## src/rtl/pcs_eb_pkg.sv

```systemverilog
// Shared types and Gray-code helpers for the elastic-buffer write controller.
package pcs_eb_pkg;

    localparam int unsigned EB_AW = 4;
    localparam int unsigned GW    = 32;

    typedef enum logic [1:0] {
        ST_INIT = 2'd0,
        ST_RUN  = 2'd1,
        ST_ERR  = 2'd2
    } eb_state_e;

    // Works on any width up to GW: callers zero-extend in and truncate out.
    function automatic logic [GW-1:0] bin2gray(input logic [GW-1:0] b);
        return b ^ (b >> 1);
    endfunction

    // Zero-extended upper bits leave the running XOR unaffected.
    function automatic logic [GW-1:0] gray2bin(input logic [GW-1:0] g);
        logic [GW-1:0] b;
        b[GW-1] = g[GW-1];
        for (int i = int'(GW) - 2; i >= 0; i--) begin
            b[i] = b[i+1] ^ g[i];
        end
        return b;
    endfunction

endpackage

```

## src/rtl/pcs_sync_2ff.sv

```systemverilog
// Two-flop synchroniser for a multi-bit Gray-coded bus.
module pcs_sync_2ff #(
    parameter int unsigned W = 5
) (
    input  logic         clk,
    input  logic         reset,
    input  logic [W-1:0] d_i,
    output logic [W-1:0] q_o
);

    logic [W-1:0] s1_q;
    logic [W-1:0] s2_q;

    // Two-stage capture into the local clock domain.
    always_ff @(posedge clk or posedge reset) begin
        if (reset) begin
            s1_q <= '0;
            s2_q <= '0;
        end else begin
            s1_q <= d_i;
            s2_q <= s1_q;
        end
    end

    assign q_o = s2_q;

endmodule

```

## src/rtl/pcs_eb_wr_ctrl.sv

```systemverilog
// Write-side controller for the PCS clock-compensation elastic buffer.
module pcs_eb_wr_ctrl
    import pcs_eb_pkg::*;
#(
    parameter int unsigned AW       = EB_AW,
    parameter int unsigned HI_MARK  = 12,
    parameter int unsigned INIT_CYC = 4
) (
    input  logic          clk,
    input  logic          reset,
    input  logic          in_valid,
    output logic          in_ready,
    input  logic          in_del,
    input  logic          clr_err,
    input  logic [AW:0]   rd_gray_async,
    output logic          wr_en,
    output logic [AW-1:0] wr_addr,
    output logic [AW:0]   wr_gray,
    output logic [AW:0]   fill,
    output logic          full,
    output logic          almost_full,
    output logic          drop_pulse,
    output logic          ptr_err
);

    localparam int unsigned PW    = AW + 1;
    localparam int unsigned DEPTH = 2 ** AW;
    localparam int unsigned CW    = $clog2(INIT_CYC + 1);

    eb_state_e       state_q;
    logic [CW-1:0]   cnt_q;
    logic            ptr_err_q;
    logic [PW-1:0]   wr_bin_q;
    logic [PW-1:0]   wr_bin_d;
    logic [PW-1:0]   wr_gray_q;
    logic [PW-1:0]   wr_gray_d;
    logic [PW-1:0]   rd_gray_s;
    logic [PW-1:0]   rd_bin;
    logic            accept;
    logic            drop;

    pcs_sync_2ff #(.W(PW)) u_rd_sync (
        .clk   (clk),
        .reset (reset),
        .d_i   (rd_gray_async),
        .q_o   (rd_gray_s)
    );

    // Fill level and status flags from the write pointer and synchronised read pointer.
    assign rd_bin      = PW'(gray2bin(GW'(rd_gray_s)));
    assign fill        = wr_bin_q - rd_bin;
    assign full        = (fill == PW'(DEPTH));
    assign almost_full = (fill >= PW'(HI_MARK));

    // Handshake: deletable words above the high mark are swallowed without taking a slot.
    assign in_ready   = (state_q == ST_RUN) && !full;
    assign accept     = in_valid && in_ready;
    assign drop       = accept && in_del && almost_full;
    assign wr_en      = accept && !drop;
    assign drop_pulse = drop;

    // Next pointer values; Gray is derived from the incremented binary so it is glitch-free.
    assign wr_bin_d  = wr_bin_q + PW'(1);
    assign wr_gray_d = PW'(bin2gray(GW'(wr_bin_d)));

    // Write pointer registers, advanced only on an actual RAM write.
    always_ff @(posedge clk or posedge reset) begin
        if (reset) begin
            wr_bin_q  <= '0;
            wr_gray_q <= '0;
        end else if (wr_en) begin
            wr_bin_q  <= wr_bin_d;
            wr_gray_q <= wr_gray_d;
        end
    end

    // Control FSM: settle the synchroniser, run, and lock out on pointer inconsistency.
    always_ff @(posedge clk or posedge reset) begin
        if (reset) begin
            state_q   <= ST_INIT;
            cnt_q     <= CW'(INIT_CYC - 1);
            ptr_err_q <= 1'b0;
        end else begin
            case (state_q)
                ST_INIT: begin
                    if (cnt_q == '0) begin
                        state_q <= ST_RUN;
                    end else begin
                        cnt_q <= cnt_q - CW'(1);
                    end
                end
                ST_RUN: begin
                    if (fill > PW'(DEPTH)) begin
                        state_q   <= ST_ERR;
                        ptr_err_q <= 1'b1;
                    end
                end
                ST_ERR: begin
                    if (clr_err) begin
                        state_q   <= ST_INIT;
                        cnt_q     <= CW'(INIT_CYC - 1);
                        ptr_err_q <= 1'b0;
                    end
                end
                default: begin
                    state_q <= ST_INIT;
                end
            endcase
        end
    end

    assign wr_addr = wr_bin_q[AW-1:0];
    assign wr_gray = wr_gray_q;
    assign ptr_err = ptr_err_q;

endmodule

```

## config.mk

```make
export PLATFORM = sky130hd
export DESIGN_NAME = pcs_eb_wr_ctrl
export DESIGN_NICKNAME = d
export VERILOG_FILES = /design/src/rtl/pcs_eb_pkg.sv /design/src/rtl/pcs_sync_2ff.sv /design/src/rtl/pcs_eb_wr_ctrl.sv
export SDC_FILE = /design/constraint.sdc
export NUM_CORES = 1
export LEC_CHECK = 0
export BUFFER_PORTS_ARGS = -buffer_cell sky130_fd_sc_hd__buf_2
export CELL_PAD_IN_SITES_DETAIL_PLACEMENT = 2
export CELL_PAD_IN_SITES_GLOBAL_PLACEMENT = 2
export CORE_AREA = 2 2 68 70
export CTS_BUF_LIST = sky130_fd_sc_hd__clkbuf_8
export DETAILED_ROUTE_END_ITERATION = 7
export DIE_AREA = 0 0 70 72
export PLACE_DENSITY_LB_ADDON = 0.25
export REMOVE_ABC_BUFFERS = 1
export SLEW_MARGIN = 20
export SYNTH_ARGS = -nofsm -noshare
export SYNTH_HDL_FRONTEND = slang
export SYNTH_SLANG_ARGS = --single-unit
```

## constraint.sdc

```tcl
create_clock -name clk -period 3.1 [get_ports clk]
set_input_delay 0 -clock clk [delete_from_list [all_inputs] [get_ports clk]]
set_output_delay 0 -clock clk [all_outputs]
set_load 0.05 [all_outputs]
```

# Word level (Yosys, flattened, before mapping)
# Cells that the tools add are included.
# op_classes
eq_ne	7
mux	10
n_reduce_logical	14
shifts	0
n_addsub	3
order_cmp	2
n_div	0
bitwise	5
mul	0
# ops
operator	n
$reduce_and 3->1	3
$mux 2	3
$mux 3	2
$ne 2x2->1 const B	3
$pmux 2 s3	1
$pmux 3 s2	1
$add 5x1->5 const B	1
$eq 5x5->1 const B	1
$ge 5x4->1 const B	1
$gt 5x5->1 const B	1
$logic_and 1x1->1	5
$sub 5x5->5	1
$xor 5x4->5	1
$reduce_bool 2->1	2
$xor 1x1->1	4
$logic_not 3->1	1
$sub 3x1->3 const B	1
$eq 2x1->1 const B	1
$eq 2x2->1 const B	1
$logic_not 1->1	2
$logic_not 2->1	1
$mux 1	2
$ne 2x1->1 const B	1
$pmux 1 s2	1
# totals
in_bits	10
ram_bits	0
ff_bits	26
latch_bits	0
out_inout_bits	20
romBits	0
word_cells	48
memories	0

# Logic depth before layout (Yosys ltp)
# logic_depth
word_depth	13
mapped_depth	15

# Modules after synthesis
# A second synthesis with hierarchy kept.
# unflattened
cells_unflattened	129
area_unflattened_um2	1435.1
# modules_own_cells
mod	area_per_inst_um2	n_inst	cells_each
pcs_eb_wr_ctrl	1181.1	1	118
pcs_sync_2ff	254.0	1	11

# Worst setup path after synthesis
# OpenSTA, ideal clock, no wires.
# synth_path
path_type	register to output
from	register u_rd_sync.s2_q[4] (netlist: u_rd_sync.q_o[4])
to	output drop_pulse
stages_incl_launch_ff	14
required_time_ns	3.100
arrival_ns	4.667
path_slack_ns	-1.567
cell_sequence	dfrtp_1 -> xnor2_1 -> xor2_1 -> xor2_1 -> xnor2_1 -> ha_1 -> inv_1 -> fa_1 -> xnor2_2 -> inv_1 -> nor3_1 -> and3_2 -> nor3_1 -> and3_1
# synth_between
elab_chain_len	11
elab_cells_between_ends	12
# synth_rtl
item	line	source
from (decl)	pcs_sync_2ff.sv:12	logic [W-1:0] s2_q;
from (signal assigned)	pcs_sync_2ff.sv:21	s2_q <= s1_q;
$xor 1x1->1 * (2 in a row)	pcs_eb_pkg.sv:23	b[i] = b[i+1] ^ g[i];
$xor 1x1->1 (2 in a row)	pcs_eb_pkg.sv:23	
$sub 5x5->5 *	pcs_eb_wr_ctrl.sv:51	assign fill = wr_bin_q - rd_bin;
via fill[2]	pcs_eb_wr_ctrl.sv:19	output logic [AW:0] fill,
$eq 5x5->1 *	pcs_eb_wr_ctrl.sv:52	assign full = (fill == PW'(DEPTH));
via full	pcs_eb_wr_ctrl.sv:20	output logic full,
$logic_not 1->1 *	pcs_eb_wr_ctrl.sv:56	assign in_ready = (state_q == ST_RUN) && !full;
$logic_and 1x1->1 *	pcs_eb_wr_ctrl.sv:56	
via in_ready	pcs_eb_wr_ctrl.sv:12	output logic in_ready,
$logic_and 1x1->1 *	pcs_eb_wr_ctrl.sv:57	assign accept = in_valid && in_ready;
$logic_and 1x1->1 * (2 in a row)	pcs_eb_wr_ctrl.sv:58	assign drop = accept && in_del && almost_full;
to (decl)	pcs_eb_wr_ctrl.sv:22	output logic drop_pulse,
# Mark *: on every way through the listed nets, which the timed path passes. The rest lies on a longest branch.

# Worst setup path after layout
# layout_path
from	register u_rd_sync.s2_q[3] (netlist: u_rd_sync.q_o[3])
to	register wr_bin_q[1]
# layout_between
elab_chain_len	13
elab_cells_between_ends	14
# layout_rtl
item	line	source
$xor 1x1->1 *	pcs_eb_pkg.sv:23	
$xor 1x1->1 (3 in a row)	pcs_eb_pkg.sv:23	
$sub 5x5->5 *	pcs_eb_wr_ctrl.sv:51	
$eq 5x5->1	pcs_eb_wr_ctrl.sv:52	
$logic_not 1->1	pcs_eb_wr_ctrl.sv:56	
$logic_and 1x1->1	pcs_eb_wr_ctrl.sv:56	
$logic_and 1x1->1	pcs_eb_wr_ctrl.sv:57	
$logic_and 1x1->1 (2 in a row)	pcs_eb_wr_ctrl.sv:58	
$logic_not 1->1	pcs_eb_wr_ctrl.sv:59	assign wr_en = accept && !drop;
$logic_and 1x1->1 *	pcs_eb_wr_ctrl.sv:59	
to (signal assigned)	pcs_eb_wr_ctrl.sv:72	wr_bin_q <= wr_bin_d;
to (decl)	pcs_eb_wr_ctrl.sv:33	logic [PW-1:0] wr_bin_q;
# Every way passes the cells marked *; elsewhere a longest branch is shown, timed or not.
# A chain may end at the register's enable or synchronous reset.

==> qor.csv <==
stage,metric,value,unit
sta,Clock Skew,4.70,ps
place,placed cell areas,1640,µm²
logic_synthesis,Synth Warn #,0,
routing,Routed WL per cell,16.5,µm
layout,Layout fillers,443,
cts,root buffer cell,clkbuf_8,
sta,RSZ-0062 raised after global routing,yes,
grt,GRT met3 Usage,1.81,%
cts,H-tree Lvls,1,
worst_hold_path,Hold WC Path Type,input port to register,
logic_synthesis,Synth cell types,35,
sta,worst slew pin tran,961,ps
worst_hold_path,hold path cells,2,
routing,Routed Antenna Nets,0,
logic_synthesis,share of the yosys chip area belonging to registers,47.0,%
logic_synthesis,asr flop ratio synth,100,%
cts,clock latency on the worst-skew pair,270,ps
logic_synthesis,syn_area_per_cell,11.1,µm²
logic_synthesis,cell count after synthesis,121,
routing,Vias,1131,
worst_setup_path,critical path type,register to register,
run,Max Cap Viol,0,
place,GP Congestion,0.774,
place,Place WS,-474,ps
worst_setup_path,Worst Setup End Kind,register,
grt,Overflow after GRT,0,
worst_setup_path,type of origin of the critical path,register,
die,core box area,4260,µm²
die,row count,24,
logic_synthesis,mapped cell area,1340,µm²
sta,final hold violations,0,
sta,period utilization,109,%
die,Initial Utilization,31.4,%
routing,routed vias/inst,4.85,
routing,drt drc,0,
grt,antenna violations before repair,0,
routing,Pre-antenna DRT Iters,2,
die,Die W,70,µm
worst_setup_path,crit-path max FO,5,
logic_synthesis,cell taking the most area after synthesis,dfrtp_1,
grt,first-pass GRT wire length,6420,µm
layout,Inserted Diodes,0,
cts,TritonCTS Buffers,3,
sta,setup TNS,-2900,ps
sta,Final Max Tran Viols,0,
run_status,status,finished with violations,
place,post-DP HPWL,2810,µm
sta,Final min period,3390,ps
logic_synthesis,post-synth top area share,43.0,%
logic_synthesis,Post-synth EDFFs,0,
layout,area occupied by multi-input gates,732,µm²
worst_setup_path,R2R Setup Slk,-290,ps
grt,largest net degree at the start of global routing,26,
place,IO buf count,29,
layout,Reg area,628,µm²
layout,Layout area overhead,48.9,%
grt,vias in the first global route,1331,
cts,count of clock tree sinks,25,
grt,Total GRT Usage,16.2,%
routing,drt first-iter violations,13,
die,Die Ht,72,µm
cts,clock buffer depth,2,
run_status,failing checks,negative setup slack,
layout,final instance area,1990,µm²
sta,fin worst setup slack,-287,ps
worst_setup_path,Critical R2R Capture,wr_bin_q[1],
worst_setup_path,"Req. time, crit path",3260,ps
worst_setup_path,FF-to-FF Start,u_rd_sync.q_o[3],
sta,max frequency,295,MHz
die,die area,5040,µm²
layout,# nets final,200,
worst_setup_path,"Arr. time, crit path",3550,ps
logic_synthesis,ys flop type,dfrtp_1,
die,I/O pin cnt,30,
grt,GR peak layer,met2,
sta,WHS,358,ps
worst_setup_path,launch point of the worst path,u_rd_sync.q_o[3],
cts,clk slew on worst S/H paths,100,ps
worst_setup_path,Worst Setup EP,wr_bin_q[1],
grt,GR Util met2,32.6,%
worst_setup_path,FF-to-FF path depth,15,
sta,Slew headroom,35.9,%
logic_synthesis,ranking of synthesized cells by area,"dfrtp_1 (43%), xnor2_1 (7.9%), ha_1 (6.5%)",
cts,CTS tree,built,
layout,share of cells above drive strength 1,44.8,%
grt,GR Layer Usage met1,18.3,%
routing,Detailed Route WL,3840,µm
logic_synthesis,Yosys reg bits,25,
sta,Setup Viol. Count Final,13,
## flip-flops by register name (all words and copies together), names as in the netlist
signal / flops
wr_bin_q: 5
cnt_q: 3
wr_gray: 4
u_rd_sync.s1_q: 5
state_q: 2
ptr_err: 1
u_rd_sync.q_o: 5
## worst min path at each step
stage | startpoint | to
after global placement | rd_gray_async[0] | u_rd_sync.s1_q[0]
final | rd_gray_async[1] | u_rd_sync.s1_q[1]
after floorplan | reset | cnt_q[2]
after global routing | u_rd_sync.s1_q[3] | u_rd_sync.q_o[3]
after detailed placement | rd_gray_async[2] | u_rd_sync.s1_q[2]
after CTS | in_valid | wr_bin_q[2]
## synth_stat cells (all sizes together) (2+ instances only)
| cell type | instances |
|---|---|
| a21oi | 9 |
| and3 | 2 |
| buf | 2 |
| dfrtp | 23 |
| dfstp | 2 |
| ha | 7 |
| inv | 13 |
| mux2 | 4 |
| nand2 | 11 |
| nand3 | 2 |
| nand3b | 2 |
| nand4 | 2 |
| nor2 | 3 |
| nor3 | 2 |
| o21ai | 3 |
| o22a | 2 |
| o22ai | 2 |
| xnor2 | 14 |
| xor2 | 4 |
## critical path: stages (launching register included)
cell	delay [ps]
dfrtp_1	420
xnor2_2	240
xor2_2	220
xor2_2	210
xnor2_1	160
ha_2	220
inv_2	40
fa_2	380
xnor2_2	170
inv_2	90
nand4b_1	140
o2111ai_2	150
a311oi_2	200
buf_4	170
buf_8	120
mux2_2	330
## cell type report
cell class / count / share of cell area [%]
Multi-Input combinational cell: 80 / 36.7
Sequential cell: 25 / 31.5
Timing Repair Buffer: 59 / 23.6
Tap cell: 52 / 3.27
Inverter: 13 / 2.45
Clock buffer: 3 / 2.07
Clock inverter: 1 / 0.377
## cells in the final DEF (no fill, tap or decap), types with 3 or more instances in the layout
master,n
buf_2,22
xnor2_1,11
nor2_1,3
xnor2_2,3
dlygate4sd3_1,7
inv_1,11
clkbuf_8,3
a21oi_1,9
mux2_4,3
o21ai_0,3
dfrtp_1,23
nand2_1,10
buf_8,4
ha_1,6
buf_4,17
buf_6,9
## through the flow
step	cells	util [%]
after floorplan	118	-
after global placement	215	38.4
after detailed placement	215	38.4
after CTS	232	45.1
after global routing	233	46.7
final	233	46.7
## routing by layer
layer / routed length [µm] / vias to the layer above
met5: 0 / -
li1: - / 527
met3: 96 / 6
met2: 2110 / 23
met4: 42 / 0
met1: 1590 / 575
## logic make-up after synthesis
group / Yosys count / synth area share (%)
compound gates: 22 / 11.1
xor+xnor: 18 / 12.9
fa+ha+maj: 8 / 8.04
buf+inv: 16 / 6.08
flops: 25 / 47.0
mux: 4 / 4.21
simple gates: 28 / 10.7
## timing repair
action,in CTS,in global routing
hold endpoints to repair,29,0
endpoints found under the setup margin,18,19
pin swaps,10,2
buffers inserted,8,3
cloned,0,1
gates resized for setup,34,14
hold buffers,7,0
Power is not shown: default switching activity piles up to over one toggle a cycle in this logic, so the estimate is an artifact.
